<file path="src/rtl/fifo_pkg.sv">
// Shared types and helpers for the fifo_sync_thresh FIFO family.
package fifo_pkg;

    // Encoded as {read accepted, write accepted}.
    typedef enum logic [1:0] {
        OP_NONE = 2'b00,
        OP_WR   = 2'b01,
        OP_RD   = 2'b10,
        OP_RW   = 2'b11
    } fifo_op_e;

    function automatic int unsigned ptr_width(input int unsigned depth);
        return $clog2(depth);
    endfunction

    function automatic int unsigned cnt_width(input int unsigned depth);
        return $clog2(depth + 1);
    endfunction

    // Explicit wrap so non-power-of-2 depths index only valid entries.
    function automatic int unsigned ptr_next(input int unsigned ptr, input int unsigned depth);
        return (ptr == depth - 1) ? 0 : ptr + 1;
    endfunction

endpackage

</file>
<file path="src/rtl/fifo_ram.sv">
// Simple dual-port storage for fifo_sync_thresh: synchronous write, registered read.
module fifo_ram #(
    parameter int unsigned WIDTH = 8,
    parameter int unsigned DEPTH = 8,
    parameter int unsigned PTR_W = 3
) (
    input  logic             clk,
    input  logic             rst,
    input  logic             we,
    input  logic [PTR_W-1:0] waddr,
    input  logic [WIDTH-1:0] wdata,
    input  logic             re,
    input  logic [PTR_W-1:0] raddr,
    output logic [WIDTH-1:0] rdata
);

    logic [WIDTH-1:0] fifo_mem [DEPTH];
    logic [WIDTH-1:0] rdata_q;

    // Storage is deliberately left out of reset.
    always_ff @(posedge clk) begin
        if (we) begin
            fifo_mem[waddr] <= wdata;
        end
    end

    always_ff @(posedge clk) begin
        if (rst) begin
            rdata_q <= '0;
        end else if (re) begin
            rdata_q <= fifo_mem[raddr];
        end
    end

    assign rdata = rdata_q;

endmodule

</file>
<file path="src/rtl/fifo_sync_thresh.sv">
// Single-clock FIFO with arbitrary depth, threshold flags and sticky error flags.
// Optional peak-occupancy output enabled by defining FIFO_WATERMARK_EN.
module fifo_sync_thresh
    import fifo_pkg::*;
#(
    parameter int unsigned WIDTH     = 8,
    parameter int unsigned DEPTH     = 8,
    parameter int unsigned AF_THRESH = 6,
    parameter int unsigned AE_THRESH = 1
) (
    input  logic                       clk,
    input  logic                       rst,
    input  logic                       wr_en,
    input  logic [WIDTH-1:0]           data_in,
    input  logic                       rd_en,
    output logic [WIDTH-1:0]           data_out,
    output logic                       full,
    output logic                       empty,
    output logic                       almost_full,
    output logic                       almost_empty,
    output logic [$clog2(DEPTH+1)-1:0] count,
    output logic                       overflow,
    output logic                       underflow,
    input  logic                       clr_err
`ifdef FIFO_WATERMARK_EN
    ,
    output logic [$clog2(DEPTH+1)-1:0] max_level
`endif
);

    localparam int unsigned PTR_W = ptr_width(DEPTH);
    localparam int unsigned CNT_W = cnt_width(DEPTH);

    typedef logic [CNT_W-1:0] occ_t;

    logic [PTR_W-1:0] wr_ptr_q, wr_ptr_d;
    logic [PTR_W-1:0] rd_ptr_q, rd_ptr_d;
    occ_t             count_q, count_d;
    logic             ovf_q, ovf_d;
    logic             udf_q, udf_d;
    logic             wr_ok, rd_ok;
    fifo_op_e         op;

    // A write at full is still accepted when a read frees a slot on the same edge.
    always_comb begin
        rd_ok = rd_en & (count_q != '0);
        wr_ok = wr_en & ((count_q != CNT_W'(DEPTH)) | rd_en);
        op    = fifo_op_e'({rd_ok, wr_ok});

        wr_ptr_d = wr_ptr_q;
        rd_ptr_d = rd_ptr_q;
        if (wr_ok) begin
            wr_ptr_d = PTR_W'(ptr_next(32'(wr_ptr_q), DEPTH));
        end
        if (rd_ok) begin
            rd_ptr_d = PTR_W'(ptr_next(32'(rd_ptr_q), DEPTH));
        end

        count_d = count_q;
        case (op)
            OP_WR:   count_d = count_q + CNT_W'(1);
            OP_RD:   count_d = count_q - CNT_W'(1);
            default: count_d = count_q;
        endcase
    end

    // A fresh error on this edge takes priority over clr_err.
    always_comb begin
        ovf_d = ovf_q;
        udf_d = udf_q;
        if (clr_err) begin
            ovf_d = 1'b0;
            udf_d = 1'b0;
        end
        if (wr_en & ~wr_ok) begin
            ovf_d = 1'b1;
        end
        if (rd_en & (count_q == '0)) begin
            udf_d = 1'b1;
        end
    end

    always_ff @(posedge clk) begin
        if (rst) begin
            wr_ptr_q <= '0;
            rd_ptr_q <= '0;
            count_q  <= '0;
            ovf_q    <= 1'b0;
            udf_q    <= 1'b0;
        end else begin
            wr_ptr_q <= wr_ptr_d;
            rd_ptr_q <= rd_ptr_d;
            count_q  <= count_d;
            ovf_q    <= ovf_d;
            udf_q    <= udf_d;
        end
    end

    fifo_ram #(
        .WIDTH (WIDTH),
        .DEPTH (DEPTH),
        .PTR_W (PTR_W)
    ) u_ram (
        .clk   (clk),
        .rst   (rst),
        .we    (wr_ok),
        .waddr (wr_ptr_q),
        .wdata (data_in),
        .re    (rd_ok),
        .raddr (rd_ptr_q),
        .rdata (data_out)
    );

    assign count        = count_q;
    assign full         = (count_q == CNT_W'(DEPTH));
    assign empty        = (count_q == '0);
    assign almost_full  = (count_q >= CNT_W'(AF_THRESH));
    assign almost_empty = (count_q <= CNT_W'(AE_THRESH));
    assign overflow     = ovf_q;
    assign underflow    = udf_q;

`ifdef FIFO_WATERMARK_EN
    occ_t max_q, max_d;

    always_comb begin
        max_d = max_q;
        if (clr_err) begin
            max_d = '0;
        end else if (count_d > max_q) begin
            max_d = count_d;
        end
    end

    always_ff @(posedge clk) begin
        if (rst) begin
            max_q <= '0;
        end else begin
            max_q <= max_d;
        end
    end

    assign max_level = max_q;
`endif

endmodule
</file>
<file path="config.mk">
export PLATFORM = sky130hd
export DESIGN_NAME = fifo_sync_thresh
export DESIGN_NICKNAME = d
export VERILOG_FILES = /design/src/rtl/fifo_pkg.sv /design/src/rtl/fifo_ram.sv /design/src/rtl/fifo_sync_thresh.sv
export SDC_FILE = /design/constraint.sdc
export NUM_CORES = 1
export LEC_CHECK = 0
export CORE_MARGIN = 2
export CORE_UTILIZATION = 40
export DETAILED_ROUTE_END_ITERATION = 8
export PLACE_DENSITY = 0.56
export SYNTH_ARGS = -nofsm -noshare
export SYNTH_HDL_FRONTEND = slang
export SYNTH_SLANG_ARGS = --single-unit
</file>
<file path="constraint.sdc">
create_clock -name clk -period 5.4 [get_ports clk]
set_input_delay 1.08 -clock clk [delete_from_list [all_inputs] [get_ports clk]]
set_output_delay 1.08 -clock clk [all_outputs]
set_load 0.02 [all_outputs]
</file>
==> reports/metrics.cfg, run 1 <==
[outcome]
status=complete, no violations

[synth]
synth_edf_count=64
yosysMostFrequentCell=edfxtp_1
synth_cells=224
yosys-top-cells-count=64 x edfxtp_1, 35 x mux2i_1, 20 x dfxtp_1
ys_ff_latch=84
synth_top_area_share_pct=56.47
yosysUniqueCellTypes=35
syn-cell-area_sq_um=3403
yosysTopAreaCell=edfxtp_1
synthTopCellsByArea=edfxtp_1 56%, dfxtp_1 12%, mux2i_1 10%
synth_top_flop_cell=edfxtp_1
async_reset_ff_share_pct=0
ys_seq_area_share_pct=68.24
syn_area_per_cell_sq_um=15.19
ys.warnings.count=0
synthesis.nets=246

[drt]
wl_per_cell_um=19.31
drc=0
drt_wl_total_um=7088
first_iter_violations=104
post_drt_via_cell_ratio=5.196
via_count=1907
ant_nets=0
dr.pass1.iters=4

[setup_path]
crit_type=reg2out
worst-path-max-fanout=7
cp_slowest_cell=clkdlybuf4s50_1
path_cells=inv_1 -> ha_1 -> nor3b_2 -> clkdlybuf4s50_1
arrival_ns=1.97
crit_buf_inv=2
slowest_delay_ns=0.65
startpoint_type=flop
r2r_setup_slack_ns=2.91
crit_family=buffers and inverters
cp.required_ns=4.32
critPathCaptureType=primary output

[cells_and_area]
n_fill_cell=710
nets=279
area_growth_pct=17.24
diodes=0
drive_gt1_share_pct=10.31
finish.instance_area_sq_um=3990
final_cells=367

[timing]
hold-worst-slack_ns=0.4788
worst_slew_pin_slew_ns=1.161
min_period_ns=3.051
slew_violations=0
tns_ns=0
finalCritPeriodShare_pct=56.50
rsz0062_at_grt=false
setup_violations=0
max_freq_ghz=0.3278
slew_headroom_pct=22.03
finClkSkew_ns=0.006891
hold_violations=0

[floorplanning]
start_util_pct=41.42
fp-row-count=33
core_sq_um=8217
dieArea_sq_um=9262
pin_count=31
dieHeight_um=96.24
die_x_um=96.24

[placement]
dp_cells=351
gp_congestion=0.7692
io_buffer_count=30
place_hpwl_um=4690
placed_area_sq_um=3802

[power_and_ir_drop]
power_frac_comb_pct=25.9
pwr-share-seq_pct=49.5
p_clk_share_pct=24.6
peakVddDrop_v=0.0001981
switching_share_pct=31.11
p_sw_mw=0.5193
p_per_area_nw_per_um2=418.3
total_power_mw=1.669
intPower_mw=1.150
p_leak_nw=1.329

[global_routing]
grt_max_degree=36
antenna_found_initial=0
grt.overflow.total=0
grt_pass1_wl_um=10770
grt_use_total_pct=17.06
grt_pass1_vias=1877

[clock_tree]
cts.sinks=84
worstSkewPairLatency_ns=0.35
max-clock-path-buffers=2
htree_levels=3
cts.clk_slew.worst_paths_ns=0.08
cts-root-buf=clkbuf_8
cts_tree=built
numCtsBuffers=9
post_cts_buffers=0
ctsHoldBuffers=0
ctsResizeCount=0

[flow_run]
cap_violations=0

[worst_hold_path]
hp-class=reg2reg

-- kinds of logic after synthesis --
group	after synthesis	share of synthesized area (%)
flops	84	68.24
simple gates	44	7.390
compound gates	37	8.383
mux	35	10.29
buf+inv	12	1.617
fa+ha+maj	9	3.309
xor+xnor	3	0.7722
-- cells in the final DEF (no fill, tap or decap), drive strengths merged, types with 7 or more instances in the layout --
master          n
a22oi          16
edfxtp         64
dfxtp          20
a32o            8
nand2           7
a21oi           8
clkdlybuf4s50  30
mux2i          35
clkbuf         11
ha              9
nor2           15
-- metal layers --
metal,vias to the layer above,global-route usage [%],part of all wire (%),wire length (um)
met5,-,0,0,0
met4,0,5.595,1.5,103
met3,8,5.090,4.3,304
met2,47,25.69,46,3279
met1,919,23.62,48,3400
li1,933,-,-,-
-- worst reg2reg max path, stage by stage (launching register included) --
cell	delay, ns
dfxtp_1	0.46
inv_1	0.10
ha_1	0.26
nand3b_2	0.15
o211ai_1	0.20
nor3_1	0.94
-- power groups by stage --
stage	logic [mW]	clock network (mW)	registers, mW
after detailed placement	0.433	0	0.843
after floorplan	0.276	0	0.823
after global routing	0.466	0.444	0.837
after CTS	0.434	0.419	0.829
after global placement	0.431	0	0.843
final	0.432	0.411	0.826
-- flip-flops by register name (all words and copies together) (netlist names) --
signal	count
u_ram.rdata	8
wr_ptr_q	3
overflow	1
rd_ptr_q	3
underflow	1
count	4
u_ram.fifo_mem	64
-- final timing paths --
kind,start,endpoint,cells after the start
max,count[0],empty,4
min reg2reg,u_ram.rdata[3],u_ram.rdata[3],1
min,u_ram.rdata[3],u_ram.rdata[3],1
max reg2reg,count[0],u_ram.fifo_mem[2][7],5
-- through the flow --
| step | setup slack (ns) | util (%) |
|---|---|---|
| 2_1_floorplan | 2.915 | - |
| 3_3_place_gp | 2.152 | 46.28 |
| 3_5_place_dp | 2.057 | 46.28 |
| 4_1_cts | 2.308 | 48.56 |
| 5_1_grt | 2.185 | 48.56 |
| 6_report | 2.349 | 48.56 |
-- cell type report --
type                       instances  area, sq um  area share (%)
inverter                           4        15.01          0.3763
sequential                        84         2323           58.23
timing repair buffer              30        300.3           7.526
multi-input combinational        128         1032           25.87
clock inverter                     5        36.28          0.9094
tap                              105        131.4           3.293
clock buffer                      11        151.4           3.794
Power figures use the tool's default switching activity.
==> inputs of run 2 (changes only) <==
PLACE_DENSITY = 0.58   (was 0.56)
clock period = 2.7 ns   (was 5.4 ns; I/O delays follow)
==> run 2 against run 1 <==
Compared with the run above: flip-flop and latch count is the same; utilization grew 1.2 points; first-iteration DRC count grew 45%; worst setup slack lost 2.1 ns; clock-buffer cell count shrank 1; sequential power grew 89%; register-to-register slack lost 2.6 ns; total power grew 99%; critical endpoint is now full.
==> reports/metrics.cfg, run 2 (synthesized netlist as in run 1, its figures left out) <==
[cells_and_area]
multiInputGateArea_sq_um=1032  ; unchanged
nets=292  ; +4.7%
final_cell_mix=64 x edfxtp_1, 35 x mux2i_1, 29 x clkdlybuf4s50_1
n_fill_cell=726  ; +2.3%
area_growth_pct=20.07
register_area_sq_um=2323  ; unchanged
largest_reg_flops=64  ; unchanged
largest_register=u_ram.fifo_mem
final_util_pct=49.73  ; +1.2 points
diodes=0  ; unchanged
final_cells=380  ; +3.5%
drive_gt1_share_pct=14.55  ; +4.2 points
mostFrequentLayoutCell=edfxtp_1

[timing]
max_freq_ghz=0.4051
slew_headroom_pct=43.47  ; +21 points
finalCritPeriodShare_pct=91.42
hold_violations=0  ; unchanged
finClkSkew_ns=0.01066  ; +0.003766 ns
hold-worst-slack_ns=0.4736  ; -0.005190 ns
min_period_ns=2.468
rsz0062_at_grt=false
slew_violations=0  ; unchanged
worst_slew_pin_slew_ns=0.8462  ; -0.3144 ns
tns_ns=0  ; unchanged
setup_violations=0  ; unchanged

[clock_tree]
cts_tree=built
cts.clk_slew.worst_paths_ns=0.08  ; about the same
numCtsBuffers=9  ; unchanged
ctsResizeCount=0  ; unchanged
cts-root-buf=clkbuf_8
htree_levels=3  ; unchanged
worstSkewPairLatency_ns=0.36  ; about the same
max-clock-path-buffers=2  ; unchanged
ctsHoldBuffers=0  ; unchanged
post_cts_buffers=0  ; unchanged
cts.sinks=84  ; unchanged

[setup_path]
crit_type=reg2out
startpoint_type=flop
arrival_ns=1.93  ; -0.04 ns
cp_slowest_cell=clkdlybuf4s50_1
path_cells=inv_1 -> ha_1 -> nand3b_2 -> inv_1 -> clkdlybuf4s50_1
cp_common_cell=inv_1
critPathCaptureType=primary output
worst-path-max-fanout=7  ; unchanged
cp.required_ns=2.16  ; -2.16 ns
slowest_delay_ns=0.60  ; -0.05 ns

[drt]
dr.pass1.iters=6  ; +2
wl_per_cell_um=17.39  ; -10%
post_drt_via_cell_ratio=5.142  ; -1.0%
first_iter_violations=151  ; +45%
via_count=1954  ; +2.5%
ant_nets=0  ; unchanged
drt_wl_total_um=6607  ; -6.8%
drc=0  ; unchanged

[power_and_ir_drop]
p_per_area_nw_per_um2=811.6  ; +94%
peakVddDrop_v=0.0005078  ; +160%
total_power_mw=3.316  ; +99%
p_leak_nw=1.396  ; +5.0%

[placement]
place_hpwl_um=4129  ; -12%
dp_cells=364  ; +3.7%
io_buffer_count=30  ; unchanged
gp_congestion=0.7799  ; +1.4%

[floorplanning]
die_x_um=96.24  ; unchanged
start_util_pct=41.42  ; unchanged
dieArea_sq_um=9262  ; unchanged
core_sq_um=8217  ; unchanged
pin_count=31  ; unchanged
dieHeight_um=96.24  ; unchanged
fp-row-count=33  ; unchanged

[global_routing]
grt_max_degree=33  ; -8.3%
use_met2_pct=25.23  ; -0.46 points
grt.overflow.total=0  ; unchanged
grt_busiest_layer=met2
use_met3_pct=5.560  ; +0.47 points
grt_use_total_pct=15.81  ; -1.3 points
grt_pass1_wl_um=10250  ; -4.9%
antenna_found_initial=0  ; unchanged
grtUsageMet1_pct=20.49  ; -3.1 points
grt_pass1_vias=1948  ; +3.8%

[worst_hold_path]
hp-class=reg2reg

[flow_run]
cap_violations=0  ; unchanged

[outcome]
status=complete, no violations

==> run 2: changes by cell type in the layout (fill, tap and decap cells not counted), moves of 2 or more <==
cell / before / now
clkinvlp_4: 0 / 2
clkinv_4: 3 / 1
inv_6: 0 / 2
buf_4: 0 / 13
==> run 2: through the flow <==
| stage | setup slack (ns) | instance area (sq um) |
|---|---|---|
| finish | 0.2316 | 4086 |
| CTS | 0.1285 | 4084 |
| detailed placement | 0.1795 | 3900 |
| global route | 0.08920 | 4086 |
| global placement | 0.2226 | 3900 |
| floorplan | 0.2147 | 3403 |
==> run 2: final timing paths <==
path	depth (start not counted)	startpoint	slack [ns]	endpoint
worst max-delay path	5	count[1]	0.23	full
worst min-delay path	1	u_ram.rdata[6]	0.47	u_ram.rdata[6]
worst max register to register	10	count[0]	0.31	count[3]
worst min register to register	1	u_ram.rdata[6]	0.47	u_ram.rdata[6]
==> run 2: where the power goes <==
group	internal, mW	switching, mW	total [mW]	leakage (nW)
registers	1.49	0.0772	1.56	0.745
clock network	0.365	0.452	0.817	0.0893
logic	0.438	0.498	0.936	0.562
==> run 2: worst max-delay path, delay by kind of cell (launching register included) <==
family                     cells  cell delay [ns]
and+or+nand+nor                1             0.16
buffers and inverters          3             0.80
adders and majority gates      1             0.25
DFF                            1             0.37
==> run 2: layout make-up <==
class | instances | area share, %
flip-flops and latches | 84 | 56.86
multi-input cells | 128 | 25.26
repair buffers | 43 | 9.798
clock buffers | 10 | 3.368
well taps | 105 | 3.215
clock inverters | 6 | 1.133
inverters | 4 | 0.3674
==> run 2: routing by layer <==
layer | vias up | share of wire (%)
li1 | 954 | -
met1 | 960 | 47
met2 | 38 | 49
met3 | 2 | 3.8
met4 | 0 | 0.45
met5 | - | 0
